File: src/rtl/pipeline_fetch_unit_pkg.sv
// Shared decode constants and helpers for the fetch/issue stage.
// Combinational only, so it has no latency and no backpressure.
package pipeline_pkg;

  localparam logic [31:0] NOP_ENC  = 32'hD503201F;

  localparam logic [5:0]  OP_B     = 6'b000101;
  localparam logic [7:0]  OP_CBZ   = 8'b10110100;
  localparam logic [7:0]  OP_BCOND = 8'b01010100;
  localparam logic [10:0] OP_LDUR  = 11'b11111000010;
  localparam logic [10:0] OP_STUR  = 11'b11111000000;

  localparam logic [3:0]  COND_EQ  = 4'h0;
  localparam logic [3:0]  COND_NE  = 4'h1;
  localparam logic [3:0]  COND_GE  = 4'hA;
  localparam logic [3:0]  COND_LT  = 4'hB;

  localparam logic [4:0]  XZR      = 5'd31;

  typedef enum logic [1:0] {NONE, UNCOND, CBZ, COND} branch_kind_t;

  function automatic branch_kind_t branch_kind(input logic [31:0] instr);
    if (instr[31:26] == OP_B)          return UNCOND;
    else if (instr[31:24] == OP_CBZ)   return CBZ;
    else if (instr[31:24] == OP_BCOND) return COND;
    else                               return NONE;
  endfunction

  function automatic logic is_ldur(input logic [31:0] instr);
    return instr[31:21] == OP_LDUR;
  endfunction

  function automatic logic is_stur(input logic [31:0] instr);
    return instr[31:21] == OP_STUR;
  endfunction

  // Word offset scaled to bytes: imm26 for B, imm19 for CBZ and B.cond.
  function automatic logic [63:0] branch_offset(input logic [31:0] instr);
    if (instr[31:26] == OP_B) return {{36{instr[25]}}, instr[25:0], 2'b00};
    else                      return {{43{instr[23]}}, instr[23:5], 2'b00};
  endfunction

endpackage

File: src/rtl/pipeline_fetch_unit_load_use_detect.sv
// Flags a load-use hazard on the instruction sitting in IF/ID.
// Combinational, zero latency; its output is the stage's only stall source.
module load_use_detect
  import pipeline_pkg::*;
(
  input  logic        load_q,
  input  logic [4:0]  load_rd_q,
  input  logic [31:0] instr_q,
  input  logic        valid_q,
  output logic        stall
);

  branch_kind_t kind;
  logic         is_branch;
  logic         reads_rd;
  logic         rd_match;

  assign kind      = branch_kind(instr_q);
  assign is_branch = (kind == UNCOND) || (kind == COND);
  assign reads_rd  = is_stur(instr_q) || (kind == CBZ);

  // The Rm field is compared even for I-type encodings; those false stalls cost one bubble only.
  assign rd_match  = (load_rd_q == instr_q[9:5]) ||
                     (load_rd_q == instr_q[20:16]) ||
                     (reads_rd && (load_rd_q == instr_q[4:0]));

  assign stall = load_q && (load_rd_q != XZR) && valid_q && !is_branch && rd_match;

endmodule

File: src/rtl/pipeline_fetch_unit.sv
// PC, IF/ID register, issue-stage branch resolution and load-use bubble; 1-cycle fetch-to-issue.
// Stalls hold fetch for one cycle; PIPELINE_FETCH_PERF_EN adds cycle/stall/taken counters.
module pipeline_fetch_unit
  import pipeline_pkg::*;
#(
  parameter logic [63:0] RESET_PC  = 64'd0,
  parameter logic [31:0] NOP_INSTR = NOP_ENC
) (
  input  logic        clk,
  input  logic        reset,
  input  logic [31:0] imem_instr,
  input  logic        earlyZero,
  input  logic        negative,
  input  logic        overflow,
  input  logic        zero,
  input  logic        carry_out,
  output logic [63:0] pc_if,
  output logic [31:0] instruction,
  output logic        instr_valid,
  output logic [63:0] pc_id,
  output logic        stall
`ifdef PIPELINE_FETCH_PERF_EN
  ,
  output logic [31:0] perf_cycles,
  output logic [31:0] perf_stalls,
  output logic [31:0] perf_taken
`endif
);

  logic [63:0]  pc_q, pc_d;
  logic [63:0]  pc_id_q, pc_id_d;
  logic [31:0]  instr_q, instr_d;
  logic         valid_q, valid_d;
  logic         load_q, load_d;
  logic [4:0]   load_rd_q, load_rd_d;
  branch_kind_t kind;
  logic         cond_true;
  logic         taken;
  logic [63:0]  target;
  logic         unused_carry;

  load_use_detect u_load_use_detect (
    .load_q    (load_q),
    .load_rd_q (load_rd_q),
    .instr_q   (instr_q),
    .valid_q   (valid_q),
    .stall     (stall)
  );

  // None of the supported conditions reads C.
  assign unused_carry = carry_out;

  assign pc_if       = pc_q;
  assign pc_id       = pc_id_q;
  assign instr_valid = valid_q & ~stall;
  assign instruction = instr_valid ? instr_q : NOP_INSTR;

  assign kind   = branch_kind(instr_q);
  assign target = pc_id_q + branch_offset(instr_q);

  always_comb begin
    cond_true = 1'b0;
    case (kind)
      UNCOND: cond_true = 1'b1;
      CBZ:    cond_true = earlyZero;
      COND: begin
        case (instr_q[3:0])
          COND_EQ: cond_true = zero;
          COND_NE: cond_true = ~zero;
          COND_LT: cond_true = negative ^ overflow;
          COND_GE: cond_true = ~(negative ^ overflow);
          default: cond_true = 1'b0;
        endcase
      end
      default: cond_true = 1'b0;
    endcase
  end

  assign taken = instr_valid & cond_true;

  always_comb begin
    pc_d    = pc_q;
    pc_id_d = pc_id_q;
    instr_d = instr_q;
    valid_d = valid_q;
    if (stall) begin
      pc_d = pc_q;
    end else if (taken) begin
      pc_d    = target;
      pc_id_d = pc_q;
      instr_d = NOP_INSTR;
      valid_d = 1'b0;
    end else begin
      pc_d    = pc_q + 64'd4;
      pc_id_d = pc_q;
      instr_d = imem_instr;
      valid_d = 1'b1;
    end
    // A stall issues a bubble, which is what clears the load flag.
    load_d    = instr_valid & is_ldur(instr_q);
    load_rd_d = instr_q[4:0];
  end

  always_ff @(posedge clk or posedge reset) begin
    if (reset) begin
      pc_q      <= RESET_PC;
      pc_id_q   <= 64'd0;
      instr_q   <= NOP_INSTR;
      valid_q   <= 1'b0;
      load_q    <= 1'b0;
      load_rd_q <= XZR;
    end else begin
      pc_q      <= pc_d;
      pc_id_q   <= pc_id_d;
      instr_q   <= instr_d;
      valid_q   <= valid_d;
      load_q    <= load_d;
      load_rd_q <= load_rd_d;
    end
  end

`ifdef PIPELINE_FETCH_PERF_EN
  logic [31:0] perf_cycles_q, perf_stalls_q, perf_taken_q;

  always_ff @(posedge clk or posedge reset) begin
    if (reset) begin
      perf_cycles_q <= 32'd0;
      perf_stalls_q <= 32'd0;
      perf_taken_q  <= 32'd0;
    end else begin
      perf_cycles_q <= perf_cycles_q + 32'd1;
      perf_stalls_q <= perf_stalls_q + {31'd0, stall};
      perf_taken_q  <= perf_taken_q + {31'd0, taken};
    end
  end

  assign perf_cycles = perf_cycles_q;
  assign perf_stalls = perf_stalls_q;
  assign perf_taken  = perf_taken_q;
`endif

endmodule

File: config.mk
export PLATFORM = sky130hd
export DESIGN_NAME = pipeline_fetch_unit
export DESIGN_NICKNAME = d
export VERILOG_FILES = /design/src/rtl/pipeline_fetch_unit_pkg.sv /design/src/rtl/pipeline_fetch_unit_load_use_detect.sv /design/src/rtl/pipeline_fetch_unit.sv
export SDC_FILE = /design/constraint.sdc
export NUM_CORES = 1
export LEC_CHECK = 0
export BUFFER_PORTS_ARGS = -buffer_cell sky130_fd_sc_hd__buf_2
export CORE_AREA = 2 2 190 192
export DETAILED_ROUTE_END_ITERATION = 7
export DIE_AREA = 0 0 192 194
export GPL_TIMING_DRIVEN = 1
export HOLD_SLACK_MARGIN = 0.03
export MAX_ROUTING_LAYER = met4
export PLACE_DENSITY = 0.6
export SLEW_MARGIN = 20
export SYNTH_ARGS = -nofsm -noshare
export SYNTH_HDL_FRONTEND = slang
export SYNTH_SLANG_ARGS = --single-unit
File: constraint.sdc
create_clock -name clk -period 11.36 [get_ports clk]
set_input_delay 1.136 -clock clk [delete_from_list [all_inputs] [get_ports clk]]
set_output_delay 1.136 -clock clk [all_outputs]
set_load 0.005 [all_outputs]
==> key figures <==
Outcome
  – Status: completed

Clocking
  – Clk sinks: approximately 170
  – CTS buffer count: 17
  – Post-CTS setup buffer count: 0
  – H-tree levels: 4
  – Clock latency on the worst-skew pair: ~0.46 ns
  – # hold bufs at CTS: 0
  – Clk slew on worst S/H paths: 0.07 ns
  – Max Root-Sink Buffers: 2
  – Root Buffer: clkbuf_16
  – PostCTS Resize Cnt: 0
  – CTS tree: done

Floorplan
  – Ports: 201
  – DIE AREA: 37250 um^2
  – FP Rows: 69
  – Die X: 192 um
  – Area of the core: ~35000 um^2
  – Vert. Die Dim: 194 um
  – Initial core utilization: 34.45%

Critical path
  – Startpoint Class: flip-flop
  – Crit. End Element: flip-flop
  – Reg2Reg Launch Point: instr_q[26]
  – Slack of the worst reg-to-reg path: ~6.3 ns
  – Reg2reg path depth: 18
  – Crit-path slowest cell: dfstp_2
  – Crit Path Class: reg2reg
  – Arr. time, crit path: 5.35 ns
  – Critical path peak fanout: 40
  – Largest stage delay, worst path: 0.57 ns
  – CP dominant cell by count: nand2_1
  – CP cell instances: nor4b_1 > nand2_1 > nor2_2 > buf_4 > nor2b_1 > a21o_1 > buf_4 > ha_1 > nand2_1 > nor3_1 > nand2_1 > or2_0 > o2bb2ai_1 > o22ai_1 > o21ai_1 > a31oi_1 > mux2i_1 > o21ai_0
  – Crit path launch: instr_q[26]
  – Critical Path RT: 11.65 ns

Flow run
  – Max-Cap Viols: 0

Global routing
  – Initial antenna violation count: 0
  – Vias in the first global route: 10.68k
  – Congestion Overflow GR: 0
  – First-pass GRT wire length: about 60000 um
  – Largest net degree at the start of global routing: 81
  – Total GRT Usage: 21.03%

Power and ir drop
  – Tot Pwr: 3.368 mW
  – Pwr dens: 240.4 nW/um^2
  – Pleak: a little over 6 nW
  – Peak supply drop: about 0.16 mV

Final layout
  – N_diodes: 0
  – Fin util: 39.77%
  – # fillers: about 3.6k
  – Layout cells sized above 1: between 20 and 25%
  – Area growth syn-to-layout: 15.45%
  – Final nets: approximately 1.7k

Timing
  – Clock period minus worst slack: between 5 and 6 ns
  – Worst Tran Pin Value: 1.057 ns
  – Skew final: between 0.01 and 0.015 ns
  – Maximum clock rate: ~200 MHz
  – RSZ-0062 raised after global routing: no
  – Fin crit share: 44.51%
  – Final Slew Violations: 0
  – Worst relative slew slack: between 20% and 30%
  – Endpoints failing setup: 0
  – Setup TNS: 0 ns
  – Hold Fails Final Rpt: 0

Yosys
  – Synth area leader: dfrtp_1
  – Post-Syn Nets: between 1.5k and 2k
  – Synth Instances: 1400
  – Syn Std Cell Area: about 12000 um^2
  – Top cells by area, synth: dfrtp_1 (31%), mux2_2 (7.3%), ha_1 (6.9%)
  – Yosys cell types: 87
  – Top FF cell, synth: dfrtp_1
  – Post-synthesis sequential area ratio: 34.62%
  – Seq cells post-synth: about 170
  – YS warnings: 0
  – FFs w/ async S/R, synth: 100.0%
  – Synthesized area per cell: 8.668 um^2
  – EDFF count, synth: 0
  – Yosys top cell area share: a little under a third

Worst hold path
  – Hold path startpoint: instr_q[4]
  – Hold Crit Class: reg2reg
  – Hold Path Depth: 0

Routing
  – WL/cell: around 19 um
  – Vias/cell: 5.486
  – DRT Wirelength: 38070 um
  – Vias after detailed routing: 11.14k
  – Residual DRC: 0
  – ANT nets after route: 0
  – Drt first pass iters: 7
  – Iter 0 DRT Violations: 797

Placed design
  – HPWL Detailed: 28180 um
  – Routability cong.: 0.8872
  – I/O Buffers: 199
critical path: cells and delay by family (launching register included):
kind,cells,cell delay (ns)
flops,1,0.57
buf+inv,2,0.57
fa+ha+maj,1,0.50
compound gates,6,1.57
simple gates,8,1.47
mux,1,0.17
path summary, 6_finish.rpt:
path	end
min in group asynchronous	pc_id[60]
max in group asynchronous	pc_if[21]
hold reg to reg	load_rd_q[4]
setup / recovery	pc_if[62]
hold / removal	load_rd_q[4]
setup reg to reg	pc_if[62]
Yosys cell counts (all sizes together), types with 34 or more instances:
| master | n |
|---|---|
| and2 | 34 |
| xor2 | 35 |
| o21ai | 121 |
| clkbuf | 43 |
| xnor2 | 53 |
| dfrtp | 149 |
| a21o | 41 |
| nand3 | 48 |
| nand2 | 193 |
| nor2 | 82 |
| mux2 | 79 |
| a21oi | 116 |
| ha | 67 |
final cells by class:
| class | instances | area (um^2) | area share [%] |
|---|---|---|---|
| well taps | 461 | 576.8 | 4.117 |
| clock inverters | 10 | 71.32 | 0.5091 |
| clock buffers | 22 | 484.2 | 3.456 |
| repair buffers | 209 | 1071 | 7.645 |
| multi-input cells | 1135 | 7502 | 53.55 |
| inverters | 26 | 102.6 | 0.7323 |
| flip-flops and latches | 167 | 4202 | 29.99 |
through the flow:
stage               area (um^2)  cells  worst slack (ns)  hold WS [ns]
floorplan                 12140   1400             5.735        0.3533
global placement          13450   1998             6.508        0.4049
detailed placement        13450   1998             6.414        0.4068
CTS                       14010   2030             6.417        0.4157
global route              14010   2030             5.969        0.4179
finish                    14010   2030             6.304        0.4094
cell usage in the layout, fill, tap and decap left out, types with 5 or more instances in the layout:
cell / n
xor2_1: 35
xnor2_1: 53
o211ai_1: 6
and4_1: 9
dfrtp_1: 149
dfstp_2: 18
ha_1: 67
o21bai_1: 11
o22ai_1: 11
nor2b_1: 11
nor4_1: 5
a211oi_1: 6
nor2_1: 81
buf_2: 199
nor3b_1: 5
o21ai_1: 40
o21a_1: 11
inv_1: 24
and2_1: 31
a31oi_1: 16
a21oi_1: 115
a21o_1: 41
mux2i_1: 5
nand4_1: 30
a221o_1: 5
o21ai_0: 79
clkbuf_16: 17
mux2_2: 79
or3_1: 5
nor3_1: 27
buf_4: 10
nand2b_1: 20
nand2_1: 192
and3_1: 15
nand3_1: 47
routing by layer:
layer / GRT usage (%) / vias to the layer above / part of all wire (%)
li1: - / 5368 / -
met1: 28.12 / 5382 / 45
met2: 32.69 / 345 / 46
met3: 3.765 / 42 / 6.4
met4: 5.655 / 0 / 1.8
met5: - / - / 0
kinds of logic (layout without fill, tap and decap cells):
logic type      after synthesis  count (layout)  synth area share, %
compound gates              394             394                20.00
simple gates                501             501                20.53
fa+ha+maj                    68              68                7.073
xor+xnor                     88              88                6.351
flops                       167             167                34.62
buf+inv                      98             267                3.681
mux                          84              84                7.743
power by group:
| group | internal [mW] | leakage (nW) | switching (mW) | total [mW] |
|---|---|---|---|---|
| clock | 0.303 | 0.276 | 0.264 | 0.568 |
| combinational | 0.763 | 3.94 | 0.919 | 1.68 |
| sequential | 0.806 | 1.96 | 0.313 | 1.12 |
flip-flops by register name, indices dropped and copies added (netlist names):
signal,count
instr_q,32
load_q,1
load_rd_q,5
pc_id,64
pc_if,64
valid_q,1
(Power assumes the default switching activity.)
